### config.mk
export PLATFORM = sky130hd
export DESIGN_NAME = os_pe_sequencer
export DESIGN_NICKNAME = d
export VERILOG_FILES = /design/src/rtl/os_pkg.sv /design/src/rtl/os_result_fifo.sv /design/src/rtl/os_pe_sequencer.sv
export SDC_FILE = /design/constraint.sdc
export NUM_CORES = 1
export LEC_CHECK = 0
export BUFFER_PORTS_ARGS = -buffer_cell sky130_fd_sc_hd__buf_2
export CORE_ASPECT_RATIO = 0.7
export CORE_UTILIZATION = 45
export DETAILED_ROUTE_END_ITERATION = 10
export HOLD_SLACK_MARGIN = 0.02
export SLEW_MARGIN = 10
export SYNTH_ARGS = -nofsm -noshare
export SYNTH_HDL_FRONTEND = slang
export SYNTH_SLANG_ARGS = --single-unit
### constraint.sdc
create_clock -name w_clk -period 3.4 [get_ports w_clk]
set_input_delay 0.51 -clock w_clk [delete_from_list [all_inputs] [get_ports w_clk]]
set_output_delay 0.51 -clock w_clk [all_outputs]
set_load 0.05 [all_outputs]
### src/rtl/os_pkg.sv
// Shared types for the output-stationary PE chain sequencer: FSM states,
// PE control modes and the capture latency between a drain decision and its sample.
package os_pkg;

    typedef enum logic [2:0] {
        ST_IDLE,
        ST_LOAD,
        ST_MAC,
        ST_DRAIN,
        ST_FLUSH,
        ST_DONE
    } seq_state_e;

    typedef enum logic [1:0] {
        PE_LOAD,
        PE_MAC,
        PE_HOLD,
        PE_STREAM
    } pe_mode_e;

    typedef struct packed {
        logic ready;
        logic rw;
        logic stream;
    } pe_ctrl_t;

    // One cycle for the registered chain controls, one for the PE output register.
    localparam int CAPTURE_LAT = 2;

    function automatic pe_ctrl_t pe_ctrl(input pe_mode_e mode);
        pe_ctrl_t c;
        c = '{ready: 1'b1, rw: 1'b0, stream: 1'b0};
        case (mode)
            PE_LOAD:   c = '{ready: 1'b0, rw: 1'b0, stream: 1'b0};
            PE_MAC:    c = '{ready: 1'b1, rw: 1'b1, stream: 1'b0};
            PE_HOLD:   c = '{ready: 1'b1, rw: 1'b0, stream: 1'b0};
            PE_STREAM: c = '{ready: 1'b1, rw: 1'b1, stream: 1'b1};
        endcase
        return c;
    endfunction

endpackage

### src/rtl/os_result_fifo.sv
// Synchronous result FIFO with wrap-bit pointers, occupancy output and a
// zero-masked head word when empty.
module os_result_fifo #(
    parameter int DATA_WIDTH = 16,
    parameter int DEPTH      = 8
) (
    input  logic                       w_clk,
    input  logic                       w_rst_n,
    input  logic                       push_i,
    input  logic [DATA_WIDTH-1:0]      push_data_i,
    input  logic                       pop_i,
    output logic                       valid_o,
    output logic [DATA_WIDTH-1:0]      head_o,
    output logic [$clog2(DEPTH):0]     count_o
);

    localparam int AW = (DEPTH > 1) ? $clog2(DEPTH) : 1;
    localparam int CW = $clog2(DEPTH) + 1;

    logic [DATA_WIDTH-1:0] mem_q [2**AW];
    logic [AW:0]           wr_ptr_q, rd_ptr_q;
    logic [AW:0]           used;
    logic                  empty, full, pop_fire;

    assign used     = wr_ptr_q - rd_ptr_q;
    assign empty    = (used == '0);
    assign full     = (used == (AW+1)'(DEPTH));
    assign pop_fire = pop_i && !empty;

    // NOTE: storage has no reset; every read path is qualified by the pointers,
    // so clearing the pointers is enough and the array maps onto plain RAM.
    always_ff @(posedge w_clk) begin
        if (push_i) begin
            mem_q[wr_ptr_q[AW-1:0]] <= push_data_i;
        end
    end

    // NOTE: state updates use <= so every register samples pre-edge values
    // regardless of process ordering.
    always_ff @(posedge w_clk or negedge w_rst_n) begin
        if (!w_rst_n) begin
            wr_ptr_q <= '0;
            rd_ptr_q <= '0;
        end else begin
            if (push_i) begin
                wr_ptr_q <= wr_ptr_q + 1'b1;
            end
            if (pop_fire) begin
                rd_ptr_q <= rd_ptr_q + 1'b1;
            end
        end
    end

    assign valid_o = !empty;
    assign head_o  = empty ? '0 : mem_q[rd_ptr_q[AW-1:0]];
    assign count_o = CW'(used);

    // Admission control upstream guarantees room for a whole drain burst.
    a_no_overflow: assert property (@(posedge w_clk) disable iff (!w_rst_n) !(push_i && full));

endmodule

### src/rtl/os_pe_sequencer.sv
// Tile sequencer for an output-stationary PE chain: clears, feeds MAC operands,
// drains partial sums tail-first and captures them into the result FIFO.
module os_pe_sequencer
    import os_pkg::*;
#(
    parameter int WEIGHT_WIDTH = 8,
    parameter int INPUT_WIDTH  = 8,
    parameter int FWD_WIDTH    = 16,
    parameter int CHAIN_LEN    = 4,
    parameter int K_WIDTH      = 8,
    parameter int FIFO_DEPTH   = 8
) (
    input  logic                          w_clk,
    input  logic                          w_rst_n,
    input  logic                          i_start,
    input  logic [K_WIDTH-1:0]            i_k,
    output logic                          o_busy,
    output logic                          o_done,
    input  logic                          i_op_valid,
    output logic                          o_op_ready,
    input  logic [WEIGHT_WIDTH-1:0]       i_op_weight,
    input  logic [INPUT_WIDTH-1:0]        i_op_input,
    output logic                          o_pe_ready,
    output logic                          o_pe_rw,
    output logic                          o_pe_stream,
    output logic [WEIGHT_WIDTH-1:0]       o_pe_weight,
    output logic [INPUT_WIDTH-1:0]        o_pe_input,
    input  logic [FWD_WIDTH-1:0]          i_pe_out,
    output logic                          o_res_valid,
    input  logic                          i_res_ready,
    output logic [FWD_WIDTH-1:0]          o_res_data,
    output logic [$clog2(FIFO_DEPTH):0]   o_res_count
);

    localparam int CW = $clog2(FIFO_DEPTH) + 1;
    localparam int DW = $clog2(CHAIN_LEN) + 1;
    localparam logic [CW-1:0] DEPTH_C    = CW'(FIFO_DEPTH);
    localparam logic [CW-1:0] CHAIN_C    = CW'(CHAIN_LEN);
    localparam logic [DW-1:0] DRAIN_LAST = DW'(CHAIN_LEN - 1);

    seq_state_e               state_q, state_d;
    logic [K_WIDTH-1:0]       k_q, k_d, k_cnt_q, k_cnt_d;
    logic [DW-1:0]            drain_cnt_q, drain_cnt_d;
    logic [CAPTURE_LAT-1:0]   cap_q;
    pe_ctrl_t                 ctrl_q, ctrl_d;
    logic [WEIGHT_WIDTH-1:0]  weight_q, weight_d;
    logic [INPUT_WIDTH-1:0]   input_q, input_d;
    logic [CW-1:0]            free_slots;
    logic                     start_ok, op_fire;

    // A tile is only admitted when its whole drain burst is guaranteed to fit.
    assign free_slots = DEPTH_C - o_res_count;
    assign start_ok   = (state_q == ST_IDLE) && i_start && (free_slots >= CHAIN_C);
    assign op_fire    = (state_q == ST_MAC) && i_op_valid;

    // NOTE: every variable gets a default before the case so no path leaves
    // one unassigned and no latch is inferred.
    always_comb begin
        state_d     = state_q;
        k_d         = k_q;
        k_cnt_d     = k_cnt_q;
        drain_cnt_d = drain_cnt_q;
        ctrl_d      = pe_ctrl(PE_HOLD);
        weight_d    = '0;
        input_d     = '0;
        case (state_q)
            ST_IDLE: begin
                if (start_ok) begin
                    k_d     = i_k;
                    k_cnt_d = '0;
                    state_d = ST_LOAD;
                end
            end
            ST_LOAD: begin
                ctrl_d      = pe_ctrl(PE_LOAD);
                drain_cnt_d = '0;
                state_d     = (k_q == '0) ? ST_DRAIN : ST_MAC;
            end
            ST_MAC: begin
                if (op_fire) begin
                    ctrl_d   = pe_ctrl(PE_MAC);
                    weight_d = i_op_weight;
                    input_d  = i_op_input;
                    k_cnt_d  = k_cnt_q + 1'b1;
                    if (k_cnt_d == k_q) begin
                        state_d = ST_DRAIN;
                    end
                end
            end
            ST_DRAIN: begin
                // Zero operands gate the product, so scratch holds while sums shift out.
                ctrl_d      = pe_ctrl(PE_STREAM);
                drain_cnt_d = drain_cnt_q + 1'b1;
                if (drain_cnt_q == DRAIN_LAST) begin
                    drain_cnt_d = '0;
                    state_d     = ST_FLUSH;
                end
            end
            ST_FLUSH: begin
                if (cap_q == '0) begin
                    state_d = ST_DONE;
                end
            end
            ST_DONE: begin
                state_d = ST_IDLE;
            end
            default: begin
                state_d = ST_IDLE;
            end
        endcase
    end

    always_ff @(posedge w_clk or negedge w_rst_n) begin
        if (!w_rst_n) begin
            state_q     <= ST_IDLE;
            k_q         <= '0;
            k_cnt_q     <= '0;
            drain_cnt_q <= '0;
            cap_q       <= '0;
            ctrl_q      <= pe_ctrl(PE_HOLD);
            weight_q    <= '0;
            input_q     <= '0;
        end else begin
            state_q     <= state_d;
            k_q         <= k_d;
            k_cnt_q     <= k_cnt_d;
            drain_cnt_q <= drain_cnt_d;
            cap_q       <= {cap_q[CAPTURE_LAT-2:0], state_q == ST_DRAIN};
            ctrl_q      <= ctrl_d;
            weight_q    <= weight_d;
            input_q     <= input_d;
        end
    end

    assign o_busy      = (state_q != ST_IDLE);
    assign o_done      = (state_q == ST_DONE);
    assign o_op_ready  = (state_q == ST_MAC);
    assign o_pe_ready  = ctrl_q.ready;
    assign o_pe_rw     = ctrl_q.rw;
    assign o_pe_stream = ctrl_q.stream;
    assign o_pe_weight = weight_q;
    assign o_pe_input  = input_q;

    os_result_fifo #(
        .DATA_WIDTH (FWD_WIDTH),
        .DEPTH      (FIFO_DEPTH)
    ) u_fifo (
        .w_clk       (w_clk),
        .w_rst_n     (w_rst_n),
        .push_i      (cap_q[CAPTURE_LAT-1]),
        .push_data_i (i_pe_out),
        .pop_i       (i_res_ready),
        .valid_o     (o_res_valid),
        .head_o      (o_res_data),
        .count_o     (o_res_count)
    );

endmodule

Word-level counts from Yosys, hierarchy flattened:

Memories as Yosys holds them, arrays and structs flattened.
Index checks and enable logic that the tools add are counted.

* register bits: 51
* bits in writable memories: 128
* bits of input ports: 45
* output and inout port bits: 43
* logic and storage cells: 68
* memories kept: 1

Memory list
* u_fifo.mem_q: depth 8, width 16, rd ports 1, clocked after memory_dff 0, write ports 1, line os_result_fifo.sv:20 `logic [DATA_WIDTH-1:0] mem_q [2**AW];`

* add/subtract/negate cells: 6
* magnitude comparators: 1
* equal/unequal tests: 12
* mux-type cells: 21
* reductions and logical operators: 15

Operators with widths (count)
* two-way mux 8 bit: 6
* two-way mux 3 bit: 6
* two-way mux 16 bit: 1
* case mux 8 bit (2 select lines): 1
* case mux 3 bit (5 select lines): 1
* equality test 3 x 2 -> 1 bit, second input constant: 3
* case mux 3 bit (3 select lines): 1
* adder 4 x 1 -> 4 bit, second input constant: 2
* adder 8 x 1 -> 8 bit, second input constant: 1
* equality test 8 bit: 1
* zero test 8 bit: 1
* equality test 3 bit, second input constant: 2
* inequality test 2 bit, second input constant: 3
* case mux 3 bit (2 select lines): 1
* AND reduction 5 bit: 1
* >= comparator 4 x 3 -> 1 bit, second input constant: 1
* logical AND 1 bit: 4
* zero test 4 bit: 1
* inequality test 2 x 1 -> 1 bit, second input constant: 2
* nonzero test 2 bit: 2
* subtractor 4 bit: 1
* subtractor 4 bit, first input constant: 1
* adder 3 x 1 -> 3 bit, second input constant: 1
* equality test 3 x 1 -> 1 bit, second input constant: 1
* 8 further kinds: 10

Longest topological paths before layout:

* depth in word-level cells: 6
* depth in mapped cells: 10
* mapped depth without buffers: 10

Hierarchy:

A second synthesis with hierarchy kept.

* cells, all modules: 453
* area total of the unflattened synthesis: 7420.9 sq um

Modules (own cells, without submodules)
* os_result_fifo: instances 1, cells each 278, area each 5431.5 sq um, seq. area each 4043.9 sq um
* os_pe_sequencer: instances 1, cells each 175, area each 1989.4 sq um, seq. area each 1052.3 sq um

Least setup slack after synthesis:

OpenSTA, ideal clock, no wires.

* kind: flip-flop to output port
* start point: reg u_fifo.rd_ptr_q[1]
* end point: out o_res_data[10]
* data arrival time: 3442 ps
* data required time: 2890 ps
* setup slack: -552 ps
* cell stages (with the launch flop): 10
* path buffers: 3
* cell sequence: dfrtp_1 clkbuf_1 clkbuf_1 inv_1 fa_1 nor2b_1 and2_1 a21boi_2 clkbuf_1 a21oi_1

* cells in the longest elaborated chain, start to end: 3
* elaborated cells on any way between the ends: 4
* classes of those cells: add/sub (1); mux (1); reduce/logical (1); memory (1)

Ends and longest elaborated chain
* from (decl): line os_result_fifo.sv:21 `logic [AW:0] wr_ptr_q, rd_ptr_q;`
* from (signal assigned): line os_result_fifo.sv:49 `rd_ptr_q <= rd_ptr_q + 1'b1;`
* subtractor 4 bit: line os_result_fifo.sv:25 `assign used = wr_ptr_q - rd_ptr_q;`
* via o_res_count[1]: line os_pe_sequencer.sv:32 `output logic [$clog2(FIFO_DEPTH):0] o_res_count`
* zero test 4 bit: line os_result_fifo.sv:26 `assign empty = (used == '0);`
* two-way mux 16 bit: line os_result_fifo.sv:55 `assign head_o = empty ? '0 : mem_q[rd_ptr_q[AW-1:0]];`
* to (decl): line os_pe_sequencer.sv:31 `output logic [FWD_WIDTH-1:0] o_res_data,`

The timed path passes the listed nets, and every way through them passes these cells.

Worst setup path after layout:

* start point: reg u_fifo.wr_ptr_q[0]
* end point: out o_res_data[2]

* cells in the longest elaborated chain, start to end: 3

Ends and longest elaborated chain
* from (decl): line os_result_fifo.sv:21
* from (signal assigned): line os_result_fifo.sv:46 `wr_ptr_q <= wr_ptr_q + 1'b1;`
* subtractor 4 bit: line os_result_fifo.sv:25
* zero test 4 bit: line os_result_fifo.sv:26
* two-way mux 16 bit: line os_result_fifo.sv:55

Every way passes these cells.

==> results.toml <==
[placed_design]
place_congestion = 0.803
io_buffers = 87
post-place-ws_ns = 0.381
placed_area_sq_mm = 0.00822
dpl.hpwl_um = 9590

[cells_and_area]
fin_nets = 618
layout-drive-gt1-share = 0.358
area_delta_synth_final_pct = 20.7
seq_area_sq_mm = 0.00512
layout_common_cells = "edfxtp_1, buf_2, nand2_1, dfrtp_1, mux4_2"
final_common_cell = "edfxtp_1"
fillers = 1254
utilization = 0.563
n_antenna_cell = 0
final_cell_area_sq_mm = 0.00883
multi_input_area_sq_mm = 0.00225

[routing]
viasPerCell = 5.40
first_pass_iters = 4
wl_per_cell_um = 19.2
drtIter0Drc = 316
via_count = 4202
drtAntennaViolNets = 0
wl_um = 14900
drcViolationCount = 0

[sta]
finClkSkew_ns = 0.0161
layout_setup_ws_ns = 0.138
fmax_mhz = 307
finalCritPeriodShare = 0.960
finalSetupViolCount = 0
rsz0062_at_grt = "false"
slew_headroom = 0.524
finalMaxSlewViolations = 0
finalCriticalPeriod_ns = 3.26
finalSetupTns_ns = 0
timing_hold_violations_final = 0
worst_pin_slew_ns = 0.710

[worst_setup_path]
required_ns = 2.89
path_max_fanout = 7
arrival_ns = 2.75
crit_type = "register to primary output"
setup.worst_path.end_class = "primary output"
start_kind = "register"

[grt]
grt_max_degree = 36
grt_pass1_vias = 4103
antenna_found_initial = 1
grtUsageTotal = 0.190
overflow = 0
grt_pass1_wl_um = 23200

[synth]
yosys_most_used_dff = "edfxtp_1"
synthesis.area_sq_mm = 0.00732
yosysWarnings = 0
ys_ff_latch = 179
async_reset_ff_frac = 0.285
synth-edff-count = 128
synthCells = 460
syn_nets = 513
ys_types = 48
syn_avg_cell_area_sq_um = 15.9
ys_seq_area_frac = 0.700

[pwr]
netSwitchingPower_uw = 3900
ir_worst_vdd_v = 0.000575
leakagePower_uw = 0.00341
swShare = 0.421
p_int_uw = 5360
comb_power_share = 0.467
powerDensity_mw_per_mm2 = 1050
seq_power_share = 0.322
clkPwrFrac = 0.211

[clocking]
cts_root_buf = "clkbuf_16"
clk_path_buf_depth = 2
cts_buffers = 17
cts_tree = "built"
clk_latency_ns = 0.43
cts-htree-levels = 4
clkSlewWorstSetupHoldPaths_ns = 0.06
cts_hold_buf = 0
cts_sinks = 179

[die]
dieArea_sq_mm = 0.0168
rows = 38
die_h_um = 109
initial_utilization = 0.466
io_pins = 88
die_w_um = 154
core_sq_mm = 0.0157

[status]
status = "completed"

[hold_path]
hp-class = "input pin to async pin"

[run]
cap_violations = 0
synth_stat cells (2+ instances only):
library cell	n	area share
edfxtp_1	128	0.53
nand2_1	54	0.028
dfrtp_1	50	0.17
mux4_2	32	0.098
nor2_1	27	0.014
and3_1	20	0.017
a21oi_1	19	0.013
clkbuf_1	13	0.0067
mux2_2	10	0.015
xnor2_1	10	0.012
o21ai_1	9	0.0062
inv_1	8	0.0041
ha_1	7	0.012
nand2b_1	7	0.0060
nand3_1	7	0.0048
o21ai_0	6	0.0041
xor2_1	6	0.0072
nor2b_1	5	0.0043
buf_2	4	0.0027
and2_1	3	0.0026
o31ai_1	3	0.0031
nor3_1	2	0.0014
nor4_1	2	0.0017
o221ai_1	2	0.0024
o311ai_0	2	0.0024
or3_1	2	0.0017
cell families (layout without fill, tap and decap cells):
group           Yosys count  in the layout  synth area share
compound gates           49             49            0.0439
xor+xnor                 16             16            0.0191
fa+ha+maj                 8              8            0.0147
flops                   179            179             0.700
mux                      42             42             0.114
buf+inv                  27            145            0.0147
simple gates            139            139            0.0939
worst max-delay path, cell delays in order, from the launching register on:
cell	delay, ns
dfrtp_2	0.46
inv_1	0.10
ha_1	0.17
inv_1	0.06
fa_2	0.53
nor2b_2	0.05
and2_1	0.18
a21boi_4	0.16
buf_4	0.19
a21oi_2	0.15
buf_2	0.29
metal layers:
| metal | vias to the layer above | global-route usage | share of wire |
|---|---|---|---|
| met5 | - | 0 | 0 |
| met4 | 0 | 0.0509 | 0.0057 |
| met3 | 7 | 0.0537 | 0.053 |
| met2 | 96 | 0.288 | 0.47 |
| met1 | 2151 | 0.273 | 0.47 |
| li1 | 1948 | - | - |
final timing paths:
| kind | startpoint | endpoint | slack (ns) | cells past startpoint |
|---|---|---|---|---|
| max in group asynchronous | w_rst_n | k_q[2] | 2.55 | 2 |
| min in group w_clk | i_k[1] | k_q[1] | 0.32 | 2 |
| max | u_fifo.wr_ptr_q[0] | o_res_data[2] | 0.14 | 10 |
| max reg2reg | u_fifo.wr_ptr_q[0] | u_fifo.rd_ptr_q[1] | 0.76 | 10 |
| min reg2reg | cap_q[0] | cap_q[1] | 0.38 | 0 |
| min | w_rst_n | o_pe_weight[1] | 0.07 | 1 |
layout make-up:
cell class,count,area share
timing repair buffer,104,0.0652
inverter,9,0.00383
multi-input combinational,254,0.255
tap,200,0.0283
clock inverter,13,0.0181
sequential,179,0.580
clock buffer,19,0.0490
sequential cells by signal, indices dropped and copies added (netlist names):
register / cells
u_fifo.mem_q: 128
k_cnt_q: 8
k_q: 8
o_pe_input: 8
o_pe_weight: 8
u_fifo.rd_ptr_q: 4
u_fifo.wr_ptr_q: 4
drain_cnt_q: 3
state_q: 3
cap_q: 2
o_pe_ready: 1
o_pe_rw: 1
o_pe_stream: 1
repair_timing:
| item | CTS | global route |
|---|---|---|
| cloned | 0 | 0 |
| setup endpoints to repair | 13 | 16 |
| buffers inserted | 1 | 0 |
| gates resized for setup | 1 | 2 |
power groups by stage:
stage	clock, uW	combinational (uW)	sequential (uW)
finish	1950	4320	2980
floorplan	0	3200	3120
global route	2080	4620	3020
global placement	0	4260	2990
CTS	1990	4340	2970
detailed placement	0	4310	3010
through the flow:
step	total power, uW	hold slack [ns]	cells
2_1_floorplan	6320	0.214	460
4_1_cts	9300	0.0656	778
3_5_place_dp	7320	0.366	745
3_3_place_gp	7250	0.360	745
6_report	9250	0.0721	778
5_1_grt	9730	0.0970	778
No activity file was read; power rests on OpenSTA's default activity.
